<file path="src/rtl/arcade_input_pkg.sv">
// arcade_input_pkg: joystick bit positions and coin pulser states shared by the conditioner
package arcade_input_pkg;
  localparam int IDX_R  = 0;
  localparam int IDX_L  = 1;
  localparam int IDX_D  = 2;
  localparam int IDX_U  = 3;
  localparam int IDX_F1 = 4;
  localparam int IDX_S1 = 5;
  localparam int IDX_S2 = 6;
  localparam int IDX_CO = 7;
  typedef enum logic [1:0] {IDLE, PULSE, GAP} coin_state_t;
endpackage

</file>
<file path="src/rtl/arcade_input_cond_debounce.sv">
// input_debounce: single-bit debouncer, stable value flips after DEB_LEN consecutive differing ce samples
module input_debounce #(
  parameter int DEB_LEN = 4
) (
  input  logic clk_sys,
  input  logic reset,
  input  logic ce,
  input  logic d,
  output logic q
);
  logic [3:0] cnt;
  always_ff @(posedge clk_sys or posedge reset)
    if (reset) begin
      q   <= 1'b0;
      cnt <= '0;
    end else if (ce) begin
      if (d == q) cnt <= '0;
      else if (cnt == 4'(DEB_LEN - 1)) begin
        q   <= d;
        cnt <= '0;
      end else cnt <= cnt + 4'd1;
    end
endmodule

</file>
<file path="src/rtl/arcade_input_cond.sv">
// arcade_input_cond: sync + debounce of two joysticks, SOCD neutral, queued coin pulser; ARCADE_INPUT_AUTOFIRE_EN adds autofire
module arcade_input_cond
  import arcade_input_pkg::*;
#(
  parameter int DEB_LEN     = 4,
  parameter int COIN_FRAMES = 3,
  parameter int COIN_GAP    = 6,
  parameter int COIN_QMAX   = 3,
  parameter int AF_FRAMES   = 4
) (
  input  logic       clk_sys,
  input  logic       reset,
  input  logic       ce,
  input  logic       vblank,
  input  logic [7:0] joy0,
  input  logic [7:0] joy1,
  input  logic       af_en,
  output logic       right1,
  output logic       left1,
  output logic       fire1,
  output logic       right2,
  output logic       left2,
  output logic       fire2,
  output logic       start1,
  output logic       start2,
  output logic       coin1,
  output logic [1:0] coin_pending
);
  logic [16:0] s1, s2;
  logic [15:0] db;
  logic [1:0] fire;
  logic [3:0] fcnt;
  logic vb_q, vb_rise, co, co_q, ev, dec, done;
  coin_state_t state, nxt;
  always_ff @(posedge clk_sys or posedge reset)
    if (reset) {s2, s1} <= '0;
    else {s2, s1} <= {s1, vblank, joy1, joy0};
  for (genvar i = 0; i < 16; i++) begin : g_db
    input_debounce #(.DEB_LEN(DEB_LEN)) u_db (.clk_sys, .reset, .ce, .d(s2[i]), .q(db[i]));
  end
  assign vb_rise = s2[16] & ~vb_q;
  assign co      = db[IDX_CO] | db[8+IDX_CO];
  assign ev      = co & ~co_q;
  // opposing directions held together cancel to neutral
  assign right1  = db[IDX_R] & ~db[IDX_L];
  assign left1   = db[IDX_L] & ~db[IDX_R];
  assign right2  = db[8+IDX_R] & ~db[8+IDX_L];
  assign left2   = db[8+IDX_L] & ~db[8+IDX_R];
  assign start1  = db[IDX_S1] | db[8+IDX_S1];
  assign start2  = db[IDX_S2] | db[8+IDX_S2];
  assign fire1   = fire[0];
  assign fire2   = fire[1];
  assign coin1   = state == PULSE;
  always_comb begin
    dec  = state == IDLE && coin_pending != 2'd0;
    done = vb_rise && fcnt == (state == PULSE ? 4'(COIN_FRAMES - 1) : 4'(COIN_GAP - 1));
    nxt  = dec ? PULSE : !done ? state : state == PULSE ? GAP : IDLE;
  end
  always_ff @(posedge clk_sys or posedge reset)
    if (reset) state <= IDLE;
    else state <= nxt;
  // a full queue still accepts an event when a slot frees in the same cycle
  always_ff @(posedge clk_sys or posedge reset)
    if (reset) begin
      vb_q         <= 1'b0;
      co_q         <= 1'b0;
      fcnt         <= '0;
      coin_pending <= '0;
    end else begin
      vb_q         <= s2[16];
      co_q         <= co;
      fcnt         <= (nxt != state || state == IDLE) ? 4'd0 : fcnt + 4'(vb_rise);
      coin_pending <= coin_pending + 2'(ev && (coin_pending != 2'(COIN_QMAX) || dec)) - 2'(dec);
    end
`ifdef ARCADE_INPUT_AUTOFIRE_EN
  for (genvar p = 0; p < 2; p++) begin : g_af
    logic off;
    logic [3:0] cnt;
    always_ff @(posedge clk_sys or posedge reset)
      if (reset) {off, cnt} <= '0;
      else if (!db[8*p+IDX_F1]) {off, cnt} <= '0;
      else if (vb_rise) {off, cnt} <= cnt == 4'(AF_FRAMES - 1) ? {~off, 4'd0} : {off, cnt + 4'd1};
    assign fire[p] = db[8*p+IDX_F1] & ~(af_en & off);
  end
  logic unused;
  assign unused = ^{db[IDX_D], db[IDX_U], db[8+IDX_D], db[8+IDX_U]};
`else
  assign fire = {db[8+IDX_F1], db[IDX_F1]};
  logic unused;
  assign unused = ^{af_en, db[IDX_D], db[IDX_U], db[8+IDX_D], db[8+IDX_U]};
`endif
endmodule

</file>
<file path="config.mk">
export PLATFORM = sky130hd
export DESIGN_NAME = arcade_input_cond
export DESIGN_NICKNAME = d
export VERILOG_FILES = /design/src/rtl/arcade_input_pkg.sv /design/src/rtl/arcade_input_cond_debounce.sv /design/src/rtl/arcade_input_cond.sv
export SDC_FILE = /design/constraint.sdc
export NUM_CORES = 1
export LEC_CHECK = 0
export CAP_MARGIN = 20
export CORE_UTILIZATION = 63
export DETAILED_ROUTE_END_ITERATION = 10
export PLACE_DENSITY = 0.85
export SKIP_CTS_REPAIR_TIMING = 1
export SLEW_MARGIN = 0
export SYNTH_ARGS = -nofsm -noshare
export SYNTH_HDL_FRONTEND = slang
export SYNTH_HIERARCHICAL = 1
export SYNTH_SLANG_ARGS = --single-unit
</file>
<file path="constraint.sdc">
create_clock -name clk_sys -period 2.8 [get_ports clk_sys]
set_input_delay 0.56 -clock clk_sys [delete_from_list [all_inputs] [get_ports clk_sys]]
set_output_delay 0.56 -clock clk_sys [all_outputs]
set_load 0.02 [all_outputs]
</file>
==> reports/results.txt <==
Of the synthesized area, sequential elements account for 53.6%. The top cell type's share of synthesized area is 53.6%. Summed over all nets, the half-perimeter wirelength after detailed placement is 5120 um. Using the TritonRoute via totals, the vias-per-cell ratio works out to 5.70. Walking the worst path, the cells encountered are or2_2 -> clkdlybuf4s50_1. The average size of a mapped cell is 12.3 um^2. Input and output buffers added on the ports amount to 26. The biggest area contributor in the post-synthesis netlist is sky130_fd_sc_hd__dfrtp_1. For this design the ratio of total power to cell area is 940 nW/um^2. After layout, the minimum clock period comes to 2.18 ns. The flow ran to the end, and the final reports show no timing, DRC or antenna violations. The antenna cell count is 0.

For the final database, setup skew stands at 0.00765 ns. The row count was 30; the number of cells traversed by the worst hold path was 0. In the final layout, the share of cells above drive strength 1 is 15.8%. Setup total negative slack on the finished layout was measured at 0 ns. The timing-limited maximum frequency came out at 0.458 GHz.

The worst slack after detailed placement was 0.870 ns; the total count of hold-check failures in the final report was 0. After detailed routing, the average wire length per cell comes to 15.0 um. The core region is 6830 um^2. The number of cells on the worst reg-to-reg path is 7.

Yosys attributes the largest share of cell area to sky130_fd_sc_hd__dfrtp_1 (54%), sky130_fd_sc_hd__ha_1 (4.5%), sky130_fd_sc_hd__mux2_4 (4.0%). For the static leakage power, the log shows 0.00236 uW. The worst-case vdd ir drop was 559 uV. The required time reported for the critical path endpoint was 2.24 ns.

The number of enable flip-flop cells after synthesis is 0. Summing the areas of all compound-gate instances in the mapped netlist gives 8.12% of the synthesized area. The worst register-to-register path ends at coin_pending[1].

In the final routing, the length of wire on met1 measures 3380 um. TritonCTS built the clock tree. The via count of the first global-routing pass was 2928; the max-slew violation total from the final report was 0. Max-cap violations in this run came to 0. The tools report the cell count after synthesis as 365.

The DRC violations left came out at 0. Detailed routing placed a total of 285 um of wire on met3. In this run, CTS created clock tree buffers numbering 9. Yosys printed 6 warnings.

The data arrival time of the critical path was 1.62 ns. In the synthesized netlist, mux cells make up 9.72% of the area. The transition time at the pin with the least slew margin is 0.447 ns, and the final wirelength is 7630 um. For this design the top-level I/O count stands at 32. In this run the tightest slew margin relative to its limit is 70.0%.

Layout overhead on the synthesized area: 14.4%. Number of sinks driven by the clock tree: 96. The pre-antenna-repair detailed-routing pass consisted of 4 iterations. Post-route total power: 4820 uW.

Once the floorplan was initialized, standard cells occupied 65.6% of the core. The clock passes through at most 2 buffers. The clock network latency to the later pin of the worst-skew pair is 0.35 ns.

The kind of end point of the critical path is a primary output. Clock-pin slew of the registers on the worst-case setup and hold paths: 0.08 ns. The final cycle utilization of the critical path came out at 78.0%. The maximum level of the CTS H-tree came out at 3.

In this run the worst hold path is classified as flip-flop to flip-flop. The final layout net count came out at 444. The startpoint identified for the worst register-to-register timing path is state[1]. The remaining global-route overflow was 0.

Counting instances in the post-synthesis netlist gives the leading cell types as sky130_fd_sc_hd__dfrtp_1 (96), sky130_fd_sc_hd__inv_1 (39), sky130_fd_sc_hd__o22ai_1 (24), sky130_fd_sc_hd__ha_1 (16). The fraction of registers with async set/reset was 100%; the total die area was 7460 um^2. Across every metal layer, demand over resource in global routing totals 23.2%. Leading register cell type out of synthesis: sky130_fd_sc_hd__dfrtp_1. After Yosys synthesis, full adders, half adders and majority gates account for 4.47% of the synthesized area. The critical path is of the flip-flop to primary output type. The total number of vias was 2891. Setup repair after global routing left no endpoint under its margin. From left edge to right edge, the die measures 86.3 um.

The parity-gate share of the synthesized area counting xor and xnor cells came out at 3.13%. By instance count, the leading cell after synthesis is sky130_fd_sc_hd__dfrtp_1. In this run the top signal layer used is met4. The worst setup margin is 0.617 ns. Once detail routing completed, the nets flagged for antenna violations numbered 0. The worst-path maximum fanout is 3. The first global-routing pass estimated 13300 um of wire. The number of nets produced by synthesis is 402, and the pin count of the biggest net entering global routing is 43. The tools report the type of origin of the critical path as a flip-flop. After synthesis, the largest family of logic cells by area is simple AND/OR/NAND/NOR gates. The flip-flop and latch count after synthesis is 96. The simple-gate area share of the yosys netlist works out to 17.7%. Routability-driven placement finished with a final weighted congestion of 0.825.

The die is 86.3 um tall. The count of different cell masters after synthesis is 31. The initial antenna violation count was 0; the met2 wire length was 3830 um. The root buffer cell chosen for the clock tree is sky130_fd_sc_hd__clkbuf_8. The worst hold path endpoint was s2[15].

The setup slack of the worst register-to-register path was 0.86 ns; the initial detailed-routing violation count was 161. The tools report the total of endpoints with negative setup slack in the final report as 0. The slowest stage of the critical path is the sky130_fd_sc_hd__clkdlybuf4s50_1 cell. The startpoint identified for the worst hold timing path is s1[15]. In this run the cell area of the synthesized design comes to 4480 um^2. On the final layout, the worst hold slack is 0.353 ns. The delay of the slowest cell on the worst path is 0.54 ns.
[state kept, by name, summed over array words and instances (netlist names)]
register       count
state              2
co_q               1
s1                13
g_db.u_db/cnt     48
g_db.u_db/q       12
s2                13
coin_pending       2
fcnt               4
vb_q               1
[logic make-up after synthesis]
group                      after synthesis
and+or+nand+nor                        108
DFF                                     96
AOI/OAI and AO/OA                       54
buffers and inverters                   39
muxes                                   36
xor gates and xnor gates                16
adders and majority gates               16
[cell type report]
cell class              instances  area (um^2)
flip-flops and latches         96         2400
multi-input cells             230         1930
fillers                       477         1710
repair buffers                 31          318
clock buffers                  13          169
inverters                      39          146
well taps                      96          120
clock inverters                 2         37.5
[power breakdown]
| group | leakage (uW) | switching (uW) | internal (uW) |
|---|---|---|---|
| Combinational | 0.00104 | 750 | 897 |
| Sequential | 0.00122 | 464 | 1790 |
| Clock | 0.000102 | 440 | 482 |
[routing by layer]
metal  vias up  GRT usage, %
met2        53          39.3
met4         0          6.97
li1       1388             -
met1      1435          29.2
met3        15          6.67
met5         -             0
[worst max-delay path: cells and delay by family, from the launching register on]
kind | cells | cell delay, ns
buffers and inverters | 1 | 0.54
DFF | 1 | 0.42
and+or+nand+nor | 1 | 0.31
[how the worst max path moves through the flow]
stage	startpoint	endpoint	slack, ns
after floorplan	state[1]	coin_pending[1]	1.14
after global placement	ce	g_db[8].u_db/q	0.90
after detailed placement	state[1]	coin_pending[1]	0.87
after CTS	g_db[13].u_db/q	start1	0.59
after global routing	g_db[13].u_db/q	start1	0.55
final	g_db[13].u_db/q	start1	0.62
[metrics by stage]
step / cells / cell area [um^2] / util [%]
4_1_cts: 507 / 5130 / 75.0
6_report: 507 / 5130 / 75.0
5_1_grt: 507 / 5130 / 75.0
3_5_place_dp: 492 / 4920 / 72.0
3_3_place_gp: 492 / 4920 / 72.0
2_1_floorplan: 365 / 4480 / -
[layout by cell type, fill, tap and decap left out, types with 13 or more instances in the layout]
cell	count
sky130_fd_sc_hd__nand3_1	13
sky130_fd_sc_hd__ha_1	16
sky130_fd_sc_hd__o22ai_1	24
sky130_fd_sc_hd__xnor2_1	15
sky130_fd_sc_hd__nor3b_1	14
sky130_fd_sc_hd__dfrtp_1	96
sky130_fd_sc_hd__clkdlybuf4s50_1	25
sky130_fd_sc_hd__o21ai_0	13
sky130_fd_sc_hd__inv_1	39
sky130_fd_sc_hd__nand4b_1	13
sky130_fd_sc_hd__nand2_1	14
sky130_fd_sc_hd__nor3_1	15
Power figures use the tool's default switching activity.
